[src/rtl/cube_frame_accumulator.sv]
// Sums fixed-length frames of unsigned cube results with saturation.
// Each frame total is held on a valid/ready output port.
module cube_frame_accumulator #(
    parameter int DATA_W = 8,
    parameter int N      = 4,
    parameter int ACC_W  = 10
) (
    input  logic              clk,
    input  logic              rst_n,
    input  logic              flush,
    input  logic              in_valid,
    output logic              in_ready,
    input  logic [DATA_W-1:0] in_data,
    output logic              out_valid,
    input  logic              out_ready,
    output logic [ACC_W-1:0]  out_sum,
    output logic              out_ovf,
    output logic [7:0]        out_frame,
    output logic              state_dbg
);

    // Handshakes: a transfer happens on a rising edge where valid & ready are
    // both high; valid never waits on ready, and a held result stays stable
    // until its transfer.
    typedef enum logic {
        ACC  = 1'b0,
        HOLD = 1'b1
    } state_t;

    localparam logic [7:0] LAST_CNT = 8'(N - 1);

    state_t           state, state_nxt;
    logic [ACC_W-1:0] acc;
    logic             ovf;
    logic [7:0]       cnt;
    logic [7:0]       frame;

    logic             accept;
    logic             last;
    logic             release_hold;
    logic [ACC_W:0]   sum_ext;
    logic [ACC_W-1:0] sum_sat;
    logic             ovf_nxt;

    // Any bit at or above ACC_W in the widened sum means the true sum overflowed.
    assign sum_ext = {1'b0, acc} + (ACC_W + 1)'(in_data);
    assign sum_sat = sum_ext[ACC_W] ? '1 : sum_ext[ACC_W-1:0];
    assign ovf_nxt = ovf | sum_ext[ACC_W];

    assign out_valid = (state == HOLD);
    assign state_dbg = state;

    always_ff @(posedge clk or negedge rst_n) begin
        if (!rst_n) begin
            state <= ACC;
        end else begin
            state <= state_nxt;
        end
    end

    always_comb begin
        state_nxt    = state;
        in_ready     = 1'b0;
        accept       = 1'b0;
        last         = 1'b0;
        release_hold = 1'b0;
        if (flush) begin
            state_nxt = ACC;
        end else begin
            case (state)
                ACC: begin
                    in_ready = 1'b1;
                    accept   = in_valid;
                    if (in_valid && (cnt == LAST_CNT)) begin
                        last      = 1'b1;
                        state_nxt = HOLD;
                    end
                end
                HOLD: begin
                    in_ready = out_ready;
                    if (out_ready) begin
                        release_hold = 1'b1;
                        accept       = in_valid;
                        state_nxt    = ACC;
                    end
                end
                default: state_nxt = ACC;
            endcase
        end
        if (!rst_n) begin
            in_ready = 1'b0;
        end
    end

    // acc/ovf/cnt are already clear in HOLD, so a sample accepted alongside
    // the output handshake simply becomes the first sample of the next frame.
    always_ff @(posedge clk or negedge rst_n) begin
        if (!rst_n) begin
            acc       <= '0;
            ovf       <= 1'b0;
            cnt       <= '0;
            frame     <= '0;
            out_sum   <= '0;
            out_ovf   <= 1'b0;
            out_frame <= '0;
        end else if (flush) begin
            acc <= '0;
            ovf <= 1'b0;
            cnt <= '0;
        end else begin
            if (release_hold) begin
                frame <= frame + 8'd1;
            end
            if (accept) begin
                if (last) begin
                    out_sum   <= sum_sat;
                    out_ovf   <= ovf_nxt;
                    out_frame <= frame;
                    acc       <= '0;
                    ovf       <= 1'b0;
                    cnt       <= '0;
                end else begin
                    acc <= sum_sat;
                    ovf <= ovf_nxt;
                    cnt <= cnt + 8'd1;
                end
            end
        end
    end

endmodule

[config.mk]
export PLATFORM = sky130hd
export DESIGN_NAME = cube_frame_accumulator
export DESIGN_NICKNAME = d
export VERILOG_FILES = /design/src/rtl/cube_frame_accumulator.sv
export SDC_FILE = /design/constraint.sdc
export NUM_CORES = 1
export LEC_CHECK = 0
export ABC_AREA = 0
export ABC_CLOCK_PERIOD_IN_PS = 3860
export CAP_MARGIN = 20
export CORE_UTILIZATION = 55
export CTS_BUF_LIST = sky130_fd_sc_hd__clkbuf_4 sky130_fd_sc_hd__clkbuf_8
export CTS_CLUSTER_DIAMETER = 150
export CTS_CLUSTER_SIZE = 25
export DETAILED_ROUTE_END_ITERATION = 8
export PLACE_DENSITY = 0.92
export SYNTH_ARGS = -nofsm -noshare
export SYNTH_HDL_FRONTEND = slang
export SYNTH_SLANG_ARGS = --single-unit
[constraint.sdc]
create_clock -name clk -period 3.86 [get_ports clk]
set_input_delay 0.579 -clock clk [delete_from_list [all_inputs] [get_ports clk]]
set_output_delay 0.579 -clock clk [all_outputs]
set_load 0.02 [all_outputs]
; Yosys cells after proc, flatten, opt, wreduce, memory -nomap -nowiden
; Cells that the tools add are included.
[word_totals]
latch_bits = 0
reg_bits = 47
ram_bits = 0
rom_bits = 0
out_inout_bits = 22
word_cells = 44
n_memories = 0
input_bits = 13
[op_classes]
n_eq_ne = 1
n_reduce_logical = 4
bitwise = 3
add_sub_neg = 3
mul = 0
mux = 25
div_mod_pow = 0
shift = 0
n_lt_le_gt_ge = 0
[op_table]
columns = operator, n
row1 = $mux W10, 4
row2 = $mux W8, 3
row3 = $add A8 B1 Y8 const B, 2
row4 = $mux W1, 15
row5 = $add A10 B8 Y11, 1
row6 = $eq A8 B2 Y1 const B, 1
row7 = $pmux W1 S2, 3
row8 = $reduce_and A3 Y1, 1
row9 = $not A1 Y1, 2
row10 = $reduce_and A2 Y1, 1
row11 = $reduce_bool A2 Y1, 1
row12 = $logic_and A1 B1 Y1, 1
row13 = $or A1 B1 Y1, 1

; Logic depth before layout (Yosys ltp)
; Gate-level depths: netlist (run 1).
[logic_depth]
ltp_word = 8
ltp_mapped = 8
ltp_nobuf = 7

; Least setup slack after synthesis (run 1)
; No wires, ideal clock.
[synth_timing]
path_kind = input-to-reg
from = input in_data[0]
to = register acc[6]
setup_slack_ns = 1.669
n_path_buf = 1
setup_ns = 0.134
t_required_ns = 3.726
path_stages = 8
arrival_ns = 2.057
path_cell_list = ha_1 fa_1 nand3_1 a21oi_1 o211a_1 clkbuf_1 nor3_1 o21ai_0
[synth_via]
elab_chain_len = 5
[synth_lines]
columns = item, line_no
row1 = from (decl), 13  ; input logic [DATA_W-1:0] in_data,
row2 = $add A10 B8 Y11, 46  ; assign sum_ext = {1'b0, acc} + (ACC_W + 1)'(in_data);
row3 = $mux W10, 47  ; assign sum_sat = sum_ext[ACC_W] ? '1 : sum_ext[ACC_W-1:0];
row4 = $mux W10, 115  ; if (last) begin
row5 = $mux W10, 114  ; if (accept) begin
row6 = $mux W10, 106  ; end else if (flush) begin
row7 = to (signal assigned), 123  ; acc <= sum_sat;
row8 = to (decl), 33  ; logic [ACC_W-1:0] acc;
; Every way passes these cells. The select of a mux whose other input is x is not followed.
; A chain may end at the register's enable or synchronous reset.

; Worst setup path in the final report (run 1)
[layout_timing]
from = input out_ready
to = output in_ready
[layout_via]
elab_chain_len = 3
[layout_lines]
columns = item, line_no
row1 = from (decl), 15  ; input logic out_ready,
row2 = $pmux W1 S2, 70  ; case (state)
row3 = $mux W1, 67  ; if (flush) begin
row4 = $mux W1, 90  ; if (!rst_n) begin
row5 = to (decl), 12  ; output logic in_ready,
; Every way passes these cells.

==> results.rst, run 1 <==
.. list-table::
   :header-rows: 1

   * - Metric
     - Value
   * - Result of the run
     - finished clean
   * - Reported leakage power
     - 0.00138 uW
   * - Setup crit end kind
     - output port
   * - Gates resized, CTS repair
     - 0
   * - Netlist area before placement
     - 0.00242 mm^2
   * - Worst Path Max Fanout
     - 4
   * - Post-synthesis net count
     - 260
   * - Final clock skew
     - 0.00927 ns
   * - RSZ-0062 raised after global routing
     - no
   * - Routed wire length
     - 4760 um
   * - Cell-internal power
     - 860 uW
   * - Number of antenna violations at the first check in global routing
     - 0
   * - Die area
     - 0.00467 mm^2
   * - Starting utilization of the core area
     - 58.8%
   * - Max clock buf depth
     - 2
   * - Power dissipated by switching net loads
     - 361 uW
   * - Number of design-rule violations left by the first detailed-router iteration
     - 159
   * - First-pass GRT wire length
     - 7730 um
   * - Post-cts hold buffer count
     - 0
   * - Count of clock tree sinks
     - 47
   * - Slew at the pin closest to its max-slew limit
     - 0.945 ns
   * - CTS H-tree depth
     - 2
   * - Core area
     - 0.00412 mm^2
   * - Setup slack at placement
     - 1.07 ns
   * - Fraction of power consumed by combinational cells
     - 23.5%
   * - Routed vias
     - 1820
   * - CTS Buf Count
     - 5
   * - Most used DFF post-synth
     - sky130_fd_sc_hd__dfrtp_1
   * - Total global routing overflow
     - 0
   * - FMAX
     - 377 MHz
   * - Number of cells traversed by the worst register-to-register path
     - 6
   * - Count of standard-cell rows
     - 23
   * - Count of cell types in the netlist
     - 43
   * - I/O pin count
     - 35
   * - Hpwl dp
     - 3310 um
   * - Skew-Pair Late Insertion Delay
     - 0.31 ns
   * - Clock period minus final worst setup slack
     - 2.65 ns
   * - Post-route fraction of the period consumed by the critical path
     - 68.6%
   * - Remaining number of nets flagged by the antenna check after routing
     - 0
   * - Share of total power consumed by net switching
     - 29.6%
   * - Flop and latch count out of synthesis
     - 47
   * - Arrival @ worst endpoint
     - 2.07 ns
   * - Clock root cell
     - sky130_fd_sc_hd__clkbuf_8
   * - Quantity of I/O buffers inserted on ports
     - 34
   * - Fraction of final layout cells with drive strength greater than 1
     - 8.52%
   * - Drc violations
     - 0
   * - Placer's final routability congestion estimate
     - 0.838
   * - Worst Path Required
     - 3.28 ns
   * - Final slew viol count
     - 0
   * - Final-layout setup total negative slack
     - 0 ns
   * - Clock network power share
     - 30.4%
   * - Pin count of the biggest net entering global routing
     - 48
   * - Max_slew headroom
     - 36.8%
   * - TritonCTS clock tree
     - yes
   * - Die height
     - 68.3 um
   * - Horiz. Die Dim
     - 68.3 um
   * - Mean post-synth cell area
     - 10.3 um^2
   * - Initial DRT Pass Iterations
     - 4
   * - Number of global-route vias before repair
     - 1709
   * - Area overhead of the layout relative to synthesis
     - 19.9%
   * - CTS clock-pin slew for the worst setup and hold paths
     - 0.09 ns
   * - Wire length per cell after detailed routing
     - 14.9 um
   * - Sequential group share of total power
     - 46.0%
   * - Count of maximum capacitance violations
     - 0
   * - Power density of the placed cells
     - 421 mW/mm^2
   * - GRT Util Overall
     - 22.9%
   * - Worst setup path category
     - primary input to output port
   * - Startpoint of the worst-slack reg-to-reg timing path
     - cnt[2]$_DFFE_PN0P_
   * - Sequential element share of the synthesized area
     - 48.6%
   * - Setup-violating endpoint count in the final report
     - 0
   * - Hold Violations, Final
     - 0
   * - Count of flip-flops with a built-in enable after synthesis
     - 0
   * - Critical path launch point type
     - primary input
   * - Final #Nets
     - 293
   * - Yosys warning total
     - 0
   * - Class of the worst hold path
     - primary input to asynchronous set/reset pin
   * - Count of mapped cells out of synthesis
     - 236
   * - CP Launch Point
     - out_ready
   * - Slack of the critical path
     - 1.21 ns
   * - Vias per cell
     - 5.69
   * - Worst vdd ir
     - 0.259 mV
   * - Post-CTS setup repair buffer count
     - 0
   * - Proportion of register bits with asynchronous set or reset after synthesis
     - 100%
   * - Count of antenna diodes in the layout
     - 0
## cells by family (layout without fill, tap and decap cells)
logic type / after synthesis / count (layout) / synth area share [%]
fa+ha+maj: 11 / 11 / 5.99
simple gates: 81 / 81 / 16.2
buf+inv: 13 / 47 / 3.20
xor+xnor: 14 / 14 / 5.06
compound gates: 58 / 58 / 14.5
mux: 12 / 12 / 6.51
flops: 47 / 47 / 48.6
## critical path: stages
cell and delay, ns:
sky130_fd_sc_hd__clkdlybuf4s50_1 0.51, sky130_fd_sc_hd__nand2b_1 0.18, sky130_fd_sc_hd__and3_1 0.19, sky130_fd_sc_hd__clkdlybuf4s50_1 0.61
## cells in the mapped netlist, drive strengths merged (2+ instances only)
cell	count	area, um^2
ha	10	125
buf	4	43.8
a21o	4	30.0
xor2	5	43.8
clkbuf	6	22.5
dfrtp	47	1180
a211oi	2	15.0
and2	2	12.5
mux2	9	128
a22o	2	17.5
nand4	4	25.0
a21oi	15	75.1
mux2i	3	30.0
o21ai	25	125
nor2	16	60.1
inv	3	11.3
nand3	8	40.0
nand2	28	105
and3	5	31.3
nand2b	5	31.3
a31o	2	17.5
xnor2	9	78.8
nor3	6	30.0
or4	2	15.0
## through the flow
| step | std cells | power, uW | util, % | cell area [um^2] | hold WS (ns) |
|---|---|---|---|---|---|
| 2_1_floorplan | 236 | 742 | - | 2420 | 0.283 |
| 3_3_place_gp | 311 | 847 | 67.1 | 2760 | 0.457 |
| 3_5_place_dp | 312 | 857 | 67.7 | 2790 | 0.462 |
| 4_1_cts | 320 | 1230 | 70.6 | 2900 | 0.416 |
| 5_1_grt | 320 | 1290 | 70.6 | 2900 | 0.449 |
| 6_report | 320 | 1220 | 70.6 | 2900 | 0.398 |
## power groups by stage
stage / combinational, uW / clock (uW) / sequential (uW)
after floorplan: 138 / 0 / 603
after global placement: 277 / 0 / 570
after detailed placement: 285 / 0 / 573
after CTS: 288 / 376 / 562
after global routing: 319 / 398 / 568
final: 287 / 372 / 562
## layout make-up
type | instances | area [um^2]
Inverter | 3 | 11.3
Timing Repair Buffer | 36 | 370
Clock inverter | 3 | 47.5
Fill cell | 305 | 1210
Clock buffer | 5 | 68.8
Multi-Input combinational cell | 176 | 1170
Sequential cell | 47 | 1180
Tap cell | 50 | 62.6
## state kept, by name, indices dropped and copies added, names as in the netlist
name       flops
frame          8
cnt            8
out_sum       10
out_valid      1
ovf            1
out_ovf        1
out_frame      8
acc           10
## final timing paths
path                                        end  slack [ns]
setup / recovery                       in_ready        1.21
min in group clk           frame[7]$_DFFE_PN0P_        0.47
max in group asynchronous    acc[8]$_DFFE_PN0P_        3.08
setup reg to reg             cnt[4]$_DFFE_PN0P_        1.37
hold / removal               cnt[1]$_DFFE_PN0P_        0.40
hold reg to reg            frame[7]$_DFFE_PN0P_        0.47
## per-layer routing
metal  up-vias  track usage [%]  share of wire, %
li1        905                -                 -
met1       875             27.9                46
met2        34             39.0                49
met3         6             5.67               3.8
met4         0             8.33               1.3
met5         -                0                 0
## cell usage in the layout (no fill, tap or decap), types with 2 or more instances in the layout
master,Yosys,routed
sky130_fd_sc_hd__xor2_1,5,5
sky130_fd_sc_hd__mux2_4,7,7
sky130_fd_sc_hd__o21ai_1,4,4
sky130_fd_sc_hd__or4_1,2,2
sky130_fd_sc_hd__dfrtp_1,47,47
sky130_fd_sc_hd__mux2i_1,3,3
sky130_fd_sc_hd__and3_1,5,5
sky130_fd_sc_hd__a21o_1,4,4
sky130_fd_sc_hd__nor3_1,6,6
sky130_fd_sc_hd__clkdlybuf4s50_1,0,33
sky130_fd_sc_hd__nor2_1,16,16
sky130_fd_sc_hd__o21ai_0,21,21
sky130_fd_sc_hd__inv_1,3,3
sky130_fd_sc_hd__nand4_1,4,4
sky130_fd_sc_hd__nand3_1,8,8
sky130_fd_sc_hd__and2_1,2,2
sky130_fd_sc_hd__a22o_1,2,2
sky130_fd_sc_hd__clkbuf_8,0,5
sky130_fd_sc_hd__xnor2_1,9,9
sky130_fd_sc_hd__a21oi_1,15,15
sky130_fd_sc_hd__ha_1,10,10
sky130_fd_sc_hd__nand2_1,28,28
sky130_fd_sc_hd__mux2_2,2,2
sky130_fd_sc_hd__a31o_2,2,2
sky130_fd_sc_hd__nand2b_1,5,5
sky130_fd_sc_hd__a211oi_1,2,2
No activity file was read; power rests on OpenSTA's default activity.
==> run 2, diff against run 1 <==
--- a/config.mk
+++ b/config.mk
@@ -6,14 +6,14 @@
 export NUM_CORES = 1
 export LEC_CHECK = 0
 export ABC_AREA = 0
-export ABC_CLOCK_PERIOD_IN_PS = 3860
+export ABC_CLOCK_PERIOD_IN_PS = 2400
 export CAP_MARGIN = 20
-export CORE_UTILIZATION = 55
+export CORE_UTILIZATION = 51
 export CTS_BUF_LIST = sky130_fd_sc_hd__clkbuf_4 sky130_fd_sc_hd__clkbuf_8
 export CTS_CLUSTER_DIAMETER = 150
 export CTS_CLUSTER_SIZE = 25
 export DETAILED_ROUTE_END_ITERATION = 8
-export PLACE_DENSITY = 0.92
+export PLACE_DENSITY = 0.9
 export SYNTH_ARGS = -nofsm -noshare
 export SYNTH_HDL_FRONTEND = slang
 export SYNTH_SLANG_ARGS = --single-unit
==> constraint.sdc (replaced) <==
create_clock -name clk -period 2.4 [get_ports clk]
set_input_delay 0.36 -clock clk [delete_from_list [all_inputs] [get_ports clk]]
set_output_delay 0.36 -clock clk [all_outputs]
set_load 0.02 [all_outputs]
==> run 2 against run 1 <==
Effect of this change:
- the run now ends with design-rule violations left
- sequential cell count stayed put
- sequential share of layout area down 0.58 points
- non-clock buffer count grew 10
- cell count grew 3.8%
- first-iteration DRC count down 25%
- die area grew 7.6%
- cell area increased by 1.5%
- sequential power grew 61%
- wire length increased by 4.5%
==> results.rst, run 2 (same netlist as run 1, synthesis figures left out) <==
.. list-table::
   :header-rows: 1

   * - Metric
     - Value
   * - Result of the run
     - finished with violations
   * - Violated checks
     - design-rule violations
   * - GRT Util Overall
     - 21.6% (-1.3 points)
   * - Top Registers
     - acc (10), out_sum (10)
   * - Final #Nets
     - 303 (+3.4%)
   * - Drc violations
     - 3 (+3)
   * - Total global routing overflow
     - 0 (unchanged)
   * - Setup slack at placement
     - -0.0156 ns (-1.09 ns)
   * - Worst Path Required
     - 2.59 ns (-0.69 ns)
   * - Power density of the placed cells
     - 635 mW/mm^2 (+51%)
   * - Skew-Pair Late Insertion Delay
     - 0.31 ns (about the same)
   * - Starting utilization of the core area
     - 54.5% (-4.4 points)
   * - Area overhead of the layout relative to synthesis
     - 21.7%
   * - Total chip power
     - 1870 uW (+53%)
   * - Most used cells in the layout excluding fill and tap cells
     - sky130_fd_sc_hd__dfrtp_1 (47), sky130_fd_sc_hd__clkdlybuf4s50_1 (33), sky130_fd_sc_hd__nand2_1 (28)
   * - CP max stage cell
     - sky130_fd_sc_hd__or4_1
   * - Post-route cell area
     - 0.00295 mm^2 (+1.5%)
   * - Final slew viol count
     - 0 (unchanged)
   * - Gates resized, CTS repair
     - 0 (unchanged)
   * - R2R Setup Slk
     - 0.19 ns (-1.18 ns)
   * - CTS clock-pin slew for the worst setup and hold paths
     - 0.08 ns (about the same)
   * - Final clock skew
     - 0.0119 ns (+0.00268 ns)
   * - Setup-violating endpoint count in the final report
     - 0 (unchanged)
   * - Count of antenna diodes in the layout
     - 0 (unchanged)
   * - Share of total power consumed by net switching
     - 30.7% (+1.2 points)
   * - Routed wire length
     - 4970 um (+4.5%)
   * - Crit path buffers/inverters
     - 1 (-1)
   * - CTS H-tree depth
     - 2 (unchanged)
   * - Max_slew headroom
     - 45.5% (+8.7 points)
   * - Routed vias
     - 1914 (+5.2%)
   * - Reg-to-reg endpoint
     - out_frame[6]$_DFFE_PN0P_
   * - Class of the worst hold path
     - primary input to asynchronous set/reset pin
   * - Power dissipated by switching net loads
     - 575 uW (+59%)
   * - Reported leakage power
     - 0.00142 uW (+2.4%)
   * - Clock period minus final worst setup slack
     - 2.21 ns
   * - FMAX
     - 452 MHz
   * - Wire length per cell after detailed routing
     - 15.0 um (+0.70%)
   * - Pin count of the biggest net entering global routing
     - 48 (unchanged)
   * - Core area
     - 0.00444 mm^2 (+8.0%)
   * - Cell-internal power
     - 1300 uW (+51%)
   * - Clock network power share
     - 25.9% (-4.5 points)
   * - Clock root cell
     - sky130_fd_sc_hd__clkbuf_8
   * - Slew at the pin closest to its max-slew limit
     - 0.815 ns (-0.130 ns)
   * - Number of global-route vias before repair
     - 1881 (+10%)
   * - Count of maximum capacitance violations
     - 0 (unchanged)
   * - Slack of the critical path
     - 0.187 ns (-1.02 ns)
   * - Die height
     - 70.9 um (+3.7%)
   * - Number of antenna violations at the first check in global routing
     - 0 (unchanged)
   * - Arrival @ worst endpoint
     - 2.41 ns (+0.34 ns)
   * - Vias per cell
     - 5.77 (+1.4%)
   * - CTS Buf Count
     - 5 (unchanged)
   * - Worst Path Max Fanout
     - 32 (+28)
   * - TritonCTS clock tree
     - yes
   * - Die area
     - 0.00503 mm^2 (+7.6%)
   * - Number of cells traversed by the worst register-to-register path
     - 5 (-1)
   * - Crit path largest cell delay
     - 0.50 ns (-0.11 ns)
   * - Hpwl dp
     - 3580 um (+8.1%)
   * - Count of standard-cell rows
     - 24 (+4.3%)
   * - Commonest non-fill, non-tap cell in the layout
     - sky130_fd_sc_hd__dfrtp_1
   * - Number of design-rule violations left by the first detailed-router iteration
     - 120 (-25%)
   * - Largest delay share family, worst path
     - simple AND/OR/NAND/NOR gates
   * - Post-CTS setup repair buffer count
     - 0 (unchanged)
   * - Worst path cell trace
     - ha_1 > or3b_2 > or4_1 > buf_12 > mux2_4
   * - Horiz. Die Dim
     - 70.9 um (+3.7%)
   * - Remaining number of nets flagged by the antenna check after routing
     - 0 (unchanged)
   * - Sequential group share of total power
     - 48.3% (+2.3 points)
   * - Post-cts hold buffer count
     - 0 (unchanged)
   * - Placer's final routability congestion estimate
     - 0.806 (-3.8%)
   * - Filler Cell Count
     - 352 (+15%)
   * - Max clock buf depth
     - 2 (unchanged)
   * - First-pass GRT wire length
     - 8450 um (+9.3%)
   * - Hold Violations, Final
     - 0 (unchanged)
   * - Initial DRT Pass Iterations
     - 8 (+4)
   * - Quantity of I/O buffers inserted on ports
     - 34 (unchanged)
   * - I/O pin count
     - 35 (unchanged)
   * - Post-placement cell area
     - 0.00286 mm^2 (+2.5%)
   * - Count of clock tree sinks
     - 47 (unchanged)
   * - Worst setup path category
     - flip-flop to flip-flop
   * - Fraction of final layout cells with drive strength greater than 1
     - 11.8% (+3.3 points)
   * - Setup crit end kind
     - flip-flop
   * - Post-route fraction of the period consumed by the critical path
     - 92.2%
   * - Startpoint of the worst-slack reg-to-reg timing path
     - cnt[0]$_DFFE_PN0P_
   * - Fraction of power consumed by combinational cells
     - 25.8% (+2.3 points)
   * - Worst vdd ir
     - 0.336 mV (+30%)
   * - RSZ-0062 raised after global routing
     - no
   * - Critical path launch point type
     - flip-flop
## run 2: cell count changes in the layout (fill, tap and decap cells not counted), sizes merged
cell	change
clkinvlp	+1
clkbuf	+1
bufinv	-1
buf	+10
inv	-1
## run 2: how the worst max path moves through the flow
stage,cells after the start,from,end
detailed placement,9,in_data[0],acc[5]$_DFFE_PN0P_
CTS,6,cnt[0]$_DFFE_PN0P_,out_sum[9]$_DFFE_PN0P_
floorplan,5,cnt[2]$_DFFE_PN0P_,out_frame[0]$_DFFE_PN0P_
global placement,9,in_data[0],acc[5]$_DFFE_PN0P_
global route,6,cnt[0]$_DFFE_PN0P_,out_sum[9]$_DFFE_PN0P_
finish,5,cnt[0]$_DFFE_PN0P_,out_frame[6]$_DFFE_PN0P_
## run 2: power groups by stage
stage	combinational (uW)	clock, uW	sequential [uW]
6_report	484	485	903
5_1_grt	529	532	914
4_1_cts	483	488	904
3_5_place_dp	482	0	920
3_3_place_gp	465	0	916
2_1_floorplan	223	0	970
## run 2: final cells by class
class,instances,area [um^2],area share (%)
Clock buffer,6,76.3,2.59
Clock inverter,2,12.5,0.425
Timing Repair Buffer,46,438,14.9
Inverter,3,11.3,0.382
Tap cell,52,65.1,2.21
Multi-Input combinational cell,176,1170,39.6
Sequential cell,47,1180,39.9
## run 2: worst reg2reg max path, stage by stage (launching register included)
cell,delay (ns)
sky130_fd_sc_hd__dfrtp_1,0.42
sky130_fd_sc_hd__ha_1,0.20
sky130_fd_sc_hd__or3b_2,0.46
sky130_fd_sc_hd__or4_1,0.50
sky130_fd_sc_hd__buf_12,0.22
sky130_fd_sc_hd__mux2_4,0.31
## run 2: routing by layer
| layer | wire (um) | part of all wire [%] | track usage, % | up-vias |
|---|---|---|---|---|
| met5 | 0 | 0 | 0 | - |
| met4 | 130 | 2.6 | 8.67 | 0 |
| met3 | 179 | 3.6 | 5.13 | 13 |
| met2 | 2400 | 48 | 35.0 | 49 |
| met1 | 2260 | 45 | 28.0 | 927 |
| li1 | - | - | - | 925 |
## run 2: through the flow
stage / hold WS [ns] / TNS, ns / util [%] / std cells
after floorplan: 0.0644 / 0 / - / 236
after global placement: 0.457 / 0 / 64.3 / 324
after detailed placement: 0.465 / -0.0156 / 64.3 / 324
after CTS: 0.225 / 0 / 66.3 / 332
after global routing: 0.245 / 0 / 66.3 / 332
final: 0.197 / 0 / 66.3 / 332
